[config.mk]
export PLATFORM = sky130hd
export DESIGN_NAME = jk_sequence_monitor
export DESIGN_NICKNAME = d
export VERILOG_FILES = /design/src/rtl/jk_sequence_monitor.sv
export SDC_FILE = /design/constraint.sdc
export NUM_CORES = 1
export LEC_CHECK = 0
export CAP_MARGIN = 20
export CORE_ASPECT_RATIO = 1.75
export CORE_MARGIN = 3
export CORE_UTILIZATION = 35
export DETAILED_ROUTE_END_ITERATION = 7
export MAX_ROUTING_LAYER = met4
export SYNTH_ARGS = -nofsm -noshare
export SYNTH_HDL_FRONTEND = slang
export SYNTH_SLANG_ARGS = --single-unit
[constraint.sdc]
create_clock -name clk -period 2.5 [get_ports clk]
set_input_delay 0.375 -clock clk [delete_from_list [all_inputs] [get_ports clk]]
set_output_delay 0.375 -clock clk [all_outputs]
set_load 0.01 [all_outputs]
[src/rtl/jk_sequence_monitor.sv]
`default_nettype none
// +----------------------------------------------------------------------------+
// | jk_sequence_monitor: lock/decode checker for the 8-state JK counter code.  |
// | Rev 1.0                                                                    |
// +----------------------------------------------------------------------------+
module jk_sequence_monitor #(
  parameter int LAP_W = 8,
  parameter int ERR_W = 4
) (
  input  logic             clk,
  input  logic             clr,
  input  logic             en,
  input  logic [3:0]       code,
  output logic             locked,
  output logic [2:0]       idx,
  output logic             hit,
  output logic             err,
  output logic             illegal,
  output logic [LAP_W-1:0] laps,
  output logic [ERR_W-1:0] errs
);

  typedef enum logic [0:0] {
    HUNT = 1'b0,
    LOCK = 1'b1
  } state_t;

  state_t           state_q, state_d;
  logic [2:0]       exp_q, exp_d;
  logic [2:0]       idx_q, idx_d;
  logic [LAP_W-1:0] laps_q, laps_d;
  logic [ERR_W-1:0] errs_q, errs_d;
  logic             hit_q, hit_d;
  logic             err_q, err_d;
  logic             illegal_q, illegal_d;

  logic             code_legal;
  logic [2:0]       code_idx;
  logic [3:0]       exp_code;

  // Reverse lookup: code -> sequence index, flagging the 8 unused codes.
  always_comb begin
    code_legal = 1'b1;
    code_idx   = 3'd0;
    case (code)
      4'b0000: code_idx = 3'd0;
      4'b1101: code_idx = 3'd1;
      4'b1011: code_idx = 3'd2;
      4'b1001: code_idx = 3'd3;
      4'b0110: code_idx = 3'd4;
      4'b1100: code_idx = 3'd5;
      4'b0011: code_idx = 3'd6;
      4'b1111: code_idx = 3'd7;
      default: code_legal = 1'b0;
    endcase
  end

  always_comb begin
    exp_code = 4'b0000;
    case (exp_q)
      3'd0: exp_code = 4'b0000;
      3'd1: exp_code = 4'b1101;
      3'd2: exp_code = 4'b1011;
      3'd3: exp_code = 4'b1001;
      3'd4: exp_code = 4'b0110;
      3'd5: exp_code = 4'b1100;
      3'd6: exp_code = 4'b0011;
      3'd7: exp_code = 4'b1111;
      default: exp_code = 4'b0000;
    endcase
  end

  always_comb begin
    state_d   = state_q;
    exp_d     = exp_q;
    idx_d     = idx_q;
    laps_d    = laps_q;
    errs_d    = errs_q;
    hit_d     = 1'b0;
    err_d     = 1'b0;
    illegal_d = 1'b0;

    if (en) begin
      illegal_d = ~code_legal;
      case (state_q)
        HUNT: begin
          if (code == 4'b0000) begin
            state_d = LOCK;
            idx_d   = 3'd0;
            exp_d   = 3'd1;
          end else if (code_legal) begin
            idx_d = code_idx;
          end
        end
        LOCK: begin
          if (code == exp_code) begin
            hit_d = 1'b1;
            idx_d = exp_q;
            exp_d = exp_q + 3'd1;
            // exp==0 while locked only follows an accepted 1111: a full lap.
            if (exp_q == 3'd0) begin
              laps_d = laps_q + 1'b1;
            end
          end else begin
            err_d = 1'b1;
            if (errs_q != {ERR_W{1'b1}}) begin
              errs_d = errs_q + 1'b1;
            end
            if (code == 4'b0000) begin
              state_d = LOCK;
              idx_d   = 3'd0;
              exp_d   = 3'd1;
            end else begin
              state_d = HUNT;
              if (code_legal) begin
                idx_d = code_idx;
              end
            end
          end
        end
        default: state_d = HUNT;
      endcase
    end
  end

  always_ff @(posedge clk) begin
    if (clr) begin
      state_q   <= HUNT;
      exp_q     <= 3'd1;
      idx_q     <= 3'd0;
      laps_q    <= '0;
      errs_q    <= '0;
      hit_q     <= 1'b0;
      err_q     <= 1'b0;
      illegal_q <= 1'b0;
    end else begin
      state_q   <= state_d;
      exp_q     <= exp_d;
      idx_q     <= idx_d;
      laps_q    <= laps_d;
      errs_q    <= errs_d;
      hit_q     <= hit_d;
      err_q     <= err_d;
      illegal_q <= illegal_d;
    end
  end

  assign locked  = (state_q == LOCK);
  assign idx     = idx_q;
  assign hit     = hit_q;
  assign err     = err_q;
  assign illegal = illegal_q;
  assign laps    = laps_q;
  assign errs    = errs_q;

endmodule
`default_nettype wire

==> results of run 1 <==
critical path: stages:
cell             delay (ns)
clkdlybuf4s50_1        0.43
xor2_1                 0.19
nor4_4                 0.41
and2_1                 0.33
mux2_4                 0.35
nor2_2                 0.10
a21o_1                 0.11
layout by cell type (no fill, tap or decap), drive strengths merged, types with 2 or more instances in the layout:
| master | n |
|---|---|
| a21oi | 7 |
| a311oi | 2 |
| a31oi | 2 |
| and3 | 3 |
| buf | 8 |
| clkbuf | 4 |
| clkdlybuf4s50 | 25 |
| dfxtp | 26 |
| ha | 4 |
| inv | 7 |
| mux2i | 4 |
| nand2 | 16 |
| nand2b | 3 |
| nand3 | 6 |
| nand4 | 3 |
| nor2 | 21 |
| nor3 | 4 |
| nor4 | 2 |
| o211ai | 2 |
| o21ai | 8 |
| or3 | 2 |
| xor2 | 12 |
path summary, 6_finish.rpt:
kind,start,end
max,code[1],exp_code[1]
min,idx[0],idx[0]
min reg2reg,idx[0],idx[0]
max reg2reg,exp_code[1],exp_code[1]
cells by family (layout without fill, tap and decap cells):
kind of cell               Yosys count  in the layout
and+or+nand+nor                     64             64
AOI/OAI and AO/OA                   29             29
DFF                                 26             26
buffers and inverters               16             44
xor gates and xnor gates            13             13
muxes                                5              5
adders and majority gates            4              4
layout make-up:
type | count | area share [%]
multi-input combinational | 115 | 43.01
timing repair buffer | 33 | 18.24
inverter | 7 | 1.544
clock buffer | 4 | 3.235
tap | 46 | 3.382
sequential | 26 | 30.59
power by group through the flow:
stage	sequential (mW)	combinational, mW	clock, mW
floorplan	0.434	0.0449	0
global placement	0.433	0.0803	0
detailed placement	0.433	0.0818	0
CTS	0.424	0.0820	0.271
global route	0.425	0.0907	0.290
finish	0.424	0.0815	0.266
metrics by stage:
stage                     hold WS [ns]  power [mW]  std cells  worst slack, ns  instance area, um2
final                           0.4851      0.7712        231           0.4144                1702
after global routing            0.5274      0.8061        231           0.2799                1702
after CTS                       0.4895      0.7764        231           0.4094                1702
after detailed placement        0.4761      0.5151        227           0.1374                1647
after global placement          0.4775      0.5137        227           0.2062                1647
after floorplan                 0.4911      0.4793        157           0.5967                1336
registers in the layout (all words and copies together), names as in the netlist:
| name | count |
|---|---|
| idx | 3 |
| locked | 1 |
| exp_q | 3 |
| err | 1 |
| laps | 8 |
| errs | 4 |
| exp_code | 4 |
| hit | 1 |
| illegal | 1 |
metal layers:
metal	wire, um	vias to the layer above
li1	-	600
met1	1176	535
met2	1408	23
met3	78	4
met4	25	0
met5	0	-
==> results.ini, run 1 <==
[die]
start_util_pct = 36.46
die_h_um = 87.74
die_w_um = 52.71
ios = 26
dieArea_mm2 = 0.004625
core_mm2 = 0.003665
row_count = 29

[synth]
synth_area_leaders = dfxtp_1 (39%), xor2_1 (7.9%), nor2_1 (5.6%)
synth_xor_area_share_pct = 8.521
synth_top_family_by_area = simple AND/OR/NAND/NOR gates
ys_top_cells_by_count = dfxtp_1 (26), nor2_1 (20), nand2_1 (16), xor2_1 (12), o21ai_0 (8)
yosysWarningCount = 0
synth_top_area_cell = dfxtp_1
ys_seq_area_share_pct = 38.95
synth_most_common_cell = dfxtp_1
synth_compound_area_share_pct = 14.51
synth_mux_area_share_pct = 4.120
synth.distinct_cells = 38
synth.cell_area_mm2 = 0.001336
synth_seq_cells = 26
synthSimpleGateAreaFrac_pct = 23.88
synth_enable_flop_cells = 0
netlist.area_leader.share_pct = 38.95
synthCells = 157
avgSynthCellArea_um2 = 8.511
async_flop_share_pct = 0
syn-num-nets = 168
synth_fa_ha_area_share_pct = 3.745
ys.flop_type = dfxtp_1

[pwr]
p_per_area_mw_per_mm2 = 453.2
p_seq_share_pct = 54.9
combPwrFrac_pct = 10.6
intPower_mw = 0.5991
ir_drop_mv = 0.3008
leakage_nw = 0.6896
power.switching_mw = 0.1721
pwr-share-clk_pct = 34.5
swShare_pct = 22.32

[global_routing]
grt_use_met2_pct = 23.42
grt_remaining_overflow = 0
use_met1_pct = 16.82
grt_pass1_wl_mm = 4.830
grt_pass1_vias = 1110
antenna_found_initial = 0
grt_max_degree = 16
grt.total_usage_pct = 13.71
use_met3_pct = 1.533
busiest_layer = met2

[sta]
finalSetupViolations = 0
fin_worst_skew_ns = 0.002967
clock.fmax_ghz = 0.4795
finalCritPeriodShare_pct = 83.42
relSlewSlack_pct = 76.22
tightest_slew_ns = 0.3540
setup_tns_ns = 0
maxSlewViolCount = 0
hold_viol = 0
grt_setup_unrepaired = no
fin_crit_ns = 2.086

[run]
drv_cap = 0

[clock_network]
postCtsResizedCells = 0
cts.htree.levels = 1
clk_pin_slew_ns = 0.08
cts_tree = yes
clk_latency_ns = 0.26
clock_sinks = 26
clockRootBuffer = clkbuf_8
ctsHoldBuffers = 0
cts_buffers = 3
clockBufferDepth = 2
cts_setup_buffers = 0

[cells_and_area]
nets = 197
area_growth_pct = 27.34
seq_area_um2 = 520.5
multi_input_area_um2 = 732.0
final_core_utilization_pct = 46.43
antenna_cells = 0
drive_gt1_share_pct = 9.189
n_fill_cell = 383

[worst_setup_path]
path_max_fanout = 6
worstPathRequired_ns = 2.72
crit_arrival_ns = 2.30
endpoint_kind = flip-flop
start_kind = input pin
criticalPathCategory = input pin to flip-flop
rr_worst_depth = 6
r2r_slack_ns = 0.67

[route]
drtAntennaViolNets = 0
routedWlPerCell_um = 11.64
drt-total-wl_mm = 2.689
detail_route.vias_per_cell = 5.030
vias = 1162
drtIter0Drc = 24
drtPass1Iterations = 4
route.detailed.drc = 0

[outcome]
outcome = finished, final reports clean

[place]
hpwl_mm = 2.116
portBuffers = 25
gp_congestion = 0.8240

[worst_hold_path]
min_path_cells = 2
hp-class = flip-flop to flip-flop

Power figures use the tool's default switching activity.
==> run 2, diff against run 1 <==
==> constraint.sdc (replaced) <==
create_clock -name clk -period 1.8 [get_ports clk]
set_input_delay 0.27 -clock clk [delete_from_list [all_inputs] [get_ports clk]]
set_output_delay 0.27 -clock clk [all_outputs]
set_load 0.01 [all_outputs]
==> run 2 against run 1 <==
  * Critical path depth did not move
  * Highest routed layer unchanged
  * Worst hold slack got worse by 0.013 ns
  * Setup slack got worse by 0.37 ns
==> results.ini, run 2 (synthesized netlist as in run 1, its figures left out) <==
[global_routing]
busiest_layer = met2
grt_pass1_wl_mm = 5.188  ; +7.4%
antenna_found_initial = 0  ; unchanged
grt_use_met2_pct = 26.81  ; +3.4 points
use_met3_pct = 1.874  ; +0.34 points
grt_remaining_overflow = 0  ; unchanged
grt.total_usage_pct = 15.17  ; +1.5 points
use_met1_pct = 16.47  ; -0.35 points
grt_max_degree = 16  ; unchanged
grt_pass1_vias = 1204  ; +8.5%

[sta]
grt_setup_unrepaired = yes
setup_tns_ns = 0  ; unchanged
fin_worst_skew_ns = 0.004152  ; +0.001185 ns
hold_viol = 0  ; unchanged
relSlewSlack_pct = 78.61  ; +2.4 points
maxSlewViolCount = 0  ; unchanged
finalCritPeriodShare_pct = 97.62
fin_crit_ns = 1.757
finalSetupViolations = 0  ; unchanged
tightest_slew_ns = 0.3198  ; -0.03418 ns
clock.fmax_ghz = 0.5691
fin_ws_ns = 0.04292  ; -0.3715 ns

[place]
portBuffers = 25  ; unchanged
dpl_worst_slack_ns = -0.4487  ; -0.5861 ns
hpwl_mm = 2.427  ; +15%
gp_congestion = 0.9499  ; +15%
dp.cells = 236  ; +4.0%

[worst_setup_path]
criticalPathCategory = flip-flop to flip-flop
timing.rr.end = exp_code[3]
endpoint_kind = flip-flop
crit_arrival_ns = 1.92  ; -0.38 ns
critPathMaxStageDelay_ns = 0.37  ; -0.06 ns
worstPathCellList = xor2_2 -> nor4_4 -> buf_4 -> a22o_1 -> a21oi_4 -> or2_4 -> o21bai_1
rr_worst_depth = 7  ; +1
crit_start = exp_code[1]
reg2reg_from = exp_code[1]
cp_top_family = simple AND/OR/NAND/NOR gates
r2r_slack_ns = 0.04  ; -0.63 ns
path_buf_inv = 1  ; unchanged
path_max_fanout = 4  ; -2
cp_slowest_cell = nor4_4
worstPathRequired_ns = 1.97  ; -0.75 ns
start_kind = flip-flop

[clock_network]
clk_latency_ns = 0.27  ; about the same
clockRootBuffer = clkbuf_8
ctsHoldBuffers = 0  ; unchanged
clock_sinks = 26  ; unchanged
cts.htree.levels = 1  ; unchanged
clk_pin_slew_ns = 0.08  ; about the same
cts_buffers = 3  ; unchanged
cts_tree = yes
clockBufferDepth = 2  ; unchanged

[cells_and_area]
largest_reg_flops = 8  ; unchanged
finalNonFillerCells = 239  ; +3.5%
area_growth_pct = 34.64
drive_gt1_share_pct = 16.58  ; +7.4 points
mostFrequentLayoutCells = dfxtp_1 (25), clkdlybuf4s50_1 (21), nor2_1 (20), nand2_1 (16), buf_4 (16)
nets = 206  ; +4.6%
layout_commonest_cell = dfxtp_1
antenna_cells = 0  ; unchanged

[worst_hold_path]
hp-class = flip-flop to flip-flop
min_from = idx[0]
min_path_cells = 2  ; unchanged
hold_path_end = idx[0]

[pwr]
leakage_nw = 0.7412  ; +7.5%
ir_drop_mv = 0.5222  ; +74%
p_per_area_mw_per_mm2 = 571.2  ; +26%

[route]
drt-total-wl_mm = 3.159  ; +17%
detail_route.vias_per_cell = 5.163  ; +2.6%
drtIter0Drc = 27  ; +13%
vias = 1234  ; +6.2%
route.detailed.drc = 0  ; unchanged
routedWlPerCell_um = 13.22  ; +14%
drtAntennaViolNets = 0  ; unchanged
drtPass1Iterations = 4  ; unchanged

[die]
core_mm2 = 0.003665  ; unchanged
dieArea_mm2 = 0.004625  ; unchanged
die_h_um = 87.74  ; unchanged
die_w_um = 52.71  ; unchanged
start_util_pct = 36.46  ; unchanged
ios = 26  ; unchanged
row_count = 29  ; unchanged

[run]
drv_cap = 0  ; unchanged

[outcome]
outcome = finished, final reports clean

-- run 2: per-layer routing --
metal	up-vias	routed length [um]
met5	-	0
met4	0	95
met3	12	111
met2	33	1724
met1	581	1228
li1	608	-
-- run 2: report_power, final --
group	switching [mW]	internal (mW)	leakage (nW)
sequential	0.00710	0.581	0.211
combinational	0.0620	0.0576	0.509
clock	0.170	0.150	0.0216
-- run 2: final cells by class --
cell class	instances	area, um2
Clock buffer	3	41.29
Fill cell	374	1866
Inverter	7	26.28
Multi-Input combinational cell	115	775.7
Sequential cell	26	521.8
Tap cell	46	57.56
Timing Repair Buffer	42	376.6
-- run 2: worst max path at each step --
stage / end / slack (ns) / cells past startpoint
after floorplan: exp_code[0] / 0.002 / 8
after global placement: exp_code[3] / -0.34 / 8
after detailed placement: exp_code[2] / -0.45 / 8
after CTS: exp_code[2] / 0.02 / 7
after global routing: exp_code[3] / -0.04 / 7
final: exp_code[3] / 0.04 / 7
-- run 2: stage by stage --
stage          hold slack [ns]  power, mW  utilization [%]  cell area [um2]
3_3_place_gp            0.4662     0.7174            46.77             1714
2_1_floorplan           0.3861     0.6657                -             1336
6_report                0.4719      1.028            49.10             1799
5_1_grt                 0.5187      1.074            49.10             1799
4_1_cts                 0.4852      1.038            48.69             1784
3_5_place_dp            0.4715     0.7215            46.77             1714
-- run 2: worst min-delay path: stages (launching register included) --
cell,delay [ns]
dfxtp_1,0.32
nand3_1,0.06
o21ai_1,0.05
-- run 2: repair_timing --
| action | CTS | global route |
|---|---|---|
| setup buffers | 0 | 0 |
| gates cloned | 0 | 0 |
| endpoints found under the setup margin | 13 | 6 |
| resized for setup | 10 | 5 |
| pin swaps | 5 | 5 |
==> run 3, diff against run 2 <==
--- a/config.mk
+++ b/config.mk
@@ -8,7 +8,7 @@
 export CAP_MARGIN = 20
 export CORE_ASPECT_RATIO = 1.75
 export CORE_MARGIN = 3
-export CORE_UTILIZATION = 35
+export CORE_UTILIZATION = 30
 export DETAILED_ROUTE_END_ITERATION = 7
 export MAX_ROUTING_LAYER = met4
 export SYNTH_ARGS = -nofsm -noshare
==> run 3 against run 2 <==
  * Setup slack improved by 0.026 ns
  * Sequential power about the same
  * Die area increased by 15%
  * Non-clock buffer count grew 4
  * Register-to-register slack improved by 0.03 ns
  * Total power rose by 6.2%
  * Routed wire length fell by 4.6%
  * Sequential cell count stayed put
  * Via count down 3.0%
  * Final area increased by 3.4%
  * Sequential share of layout area down 0.96 points
  * Clock skew decreased by 0.0029 ns
==> results.ini, run 3 (synthesized netlist as in run 1, its figures left out) <==
[sta]
maxSlewViolCount = 0  ; unchanged
tightest_slew_ns = 0.3678  ; +0.04799 ns
fin_worst_skew_ns = 0.001210  ; -0.002942 ns
finalCritPeriodShare_pct = 96.19  ; -1.4 points
grt_setup_unrepaired = yes
clock.fmax_ghz = 0.5776  ; +1.5%
finalSetupViolations = 0  ; unchanged
fin_ws_ns = 0.06855  ; +0.02564 ns
relSlewSlack_pct = 75.29  ; -3.3 points
hold_viol = 0  ; unchanged
fin_crit_ns = 1.731  ; -0.02564 ns

[clock_network]
cts.htree.levels = 1  ; unchanged
ctsHoldBuffers = 0  ; unchanged
clk_pin_slew_ns = 0.09  ; about the same
cts_tree = yes
cts_buffers = 3  ; unchanged
clockRootBuffer = clkbuf_8
clock_sinks = 26  ; unchanged
clockBufferDepth = 2  ; unchanged
clk_latency_ns = 0.27  ; about the same

[die]
ios = 26  ; unchanged
die_h_um = 94.29  ; +7.5%
row_count = 31  ; +6.9%
dieArea_mm2 = 0.005323  ; +15%
die_w_um = 56.45  ; +7.1%
core_mm2 = 0.004228  ; +15%
start_util_pct = 31.61  ; -4.9 points

[worst_setup_path]
endpoint_kind = flip-flop
worstPathRequired_ns = 1.97  ; about the same
criticalPathCategory = flip-flop to flip-flop
path_max_fanout = 8  ; +4
crit_arrival_ns = 1.90  ; -0.02 ns
reg2reg_from = exp_code[2]
crit_start = exp_code[2]
start_kind = flip-flop

[cells_and_area]
area_growth_pct = 39.23
design_area_mm2 = 0.001861  ; +3.4%
nets = 210  ; +1.9%
layout_commonest_cell = dfxtp_1
drive_gt1_share_pct = 20.71  ; +4.1 points
largest_reg_flops = 8  ; unchanged
finalNonFillerCells = 247  ; +3.3%
mostFrequentLayoutCells = dfxtp_1 (25), clkdlybuf4s50_1 (21), buf_4 (20), nor2_1 (19), nand2_1 (14)
n_fill_cell = 423  ; +13%
antenna_cells = 0  ; unchanged

[route]
drt-total-wl_mm = 3.015  ; -4.6%
route.detailed.drc = 0  ; unchanged
routedWlPerCell_um = 12.21  ; -7.6%
drtIter0Drc = 27  ; unchanged
vias = 1197  ; -3.0%
drtPass1Iterations = 4  ; unchanged
detail_route.vias_per_cell = 4.846  ; -6.1%
drtAntennaViolNets = 0  ; unchanged

[global_routing]
grt.total_usage_pct = 12.43  ; -2.7 points
grt_pass1_wl_mm = 5.112  ; -1.5%
grt_max_degree = 15  ; -1
grt_remaining_overflow = 0  ; unchanged
grt_pass1_vias = 1146  ; -4.8%
antenna_found_initial = 0  ; unchanged

[pwr]
leakage_nw = 0.7730  ; +4.3%
ir_drop_mv = 0.3587  ; -31%
p_per_area_mw_per_mm2 = 586.8  ; +2.7%

[worst_hold_path]
hp-class = flip-flop to flip-flop
min_from = idx[0]

[run]
drv_cap = 0  ; unchanged

[place]
dp.cells = 240  ; +1.7%
gp_congestion = 0.7417  ; -22%
portBuffers = 25  ; unchanged
dpl_worst_slack_ns = -0.4448  ; +0.003878 ns
dpl-instance-area_mm2 = 0.001725  ; +0.66%
hpwl_mm = 2.318  ; -4.5%

[outcome]
outcome = finished, final reports clean

[run 3: changes by cell type in the layout (fill, tap and decap cells not counted), sizes merged]
| cell | delta |
|---|---|
| dlygate4sd2 | -1 |
| clkbuf | +1 |
| dlymetal6s2s | +1 |
| buf | +4 |
[run 3: path summary, 6_finish.rpt]
path | end | slack [ns] | cells past startpoint
setup / recovery | laps[0] | 0.07 | 8
setup reg to reg | laps[0] | 0.07 | 8
hold reg to reg | idx[0] | 0.48 | 2
hold / removal | idx[0] | 0.48 | 2
[run 3: repair_timing]
action	4_1_cts	5_1_grt
resized for setup	10	7
setup buffers	1	2
setup endpoints to repair	16	15
pin swaps	3	7
[run 3: cell type report]
cell class	count	area [um2]	share of cell area (%)
sequential	26	521.8	28.04
timing repair buffer	46	410.4	22.06
clock buffer	4	55.05	2.959
inverter	7	26.28	1.412
multi-input combinational	115	785.8	42.23
tap	49	61.31	3.295
[run 3: worst max-delay path, stage by stage, from the launching register on]
cell     delay (ns)
dfxtp_2        0.33
xor2_2         0.15
nor4_4         0.41
and4b_1        0.27
buf_6          0.12
buf_4          0.10
buf_4          0.09
xnor2_1        0.10
nor2_1         0.05
[run 3: report_power, final]
group	internal [mW]	switching [mW]
combinational	0.0623	0.0629
sequential	0.582	0.00620
clock	0.196	0.183
total	0.840	0.252
[run 3: per-stage QoR]
step	power (mW)	hold WS, ns	TNS (ns)	utilization [%]
after floorplan	0.6657	0.3861	0	-
after global placement	0.7235	0.4602	-6.577	40.81
after detailed placement	0.7245	0.4758	-7.248	40.81
after CTS	1.100	0.4896	0	43.18
after global routing	1.134	0.5145	-0.2142	44.01
final	1.092	0.4828	0	44.01
[run 3: routing by layer]
layer	share of wire, %	wire, um	up-vias	GRT usage [%]
met4	1.7	51	0	5.743
met5	0	0	-	-
met1	42	1275	554	13.34
met3	2.5	74	4	1.376
li1	-	-	616	-
met2	53	1613	23	22.39
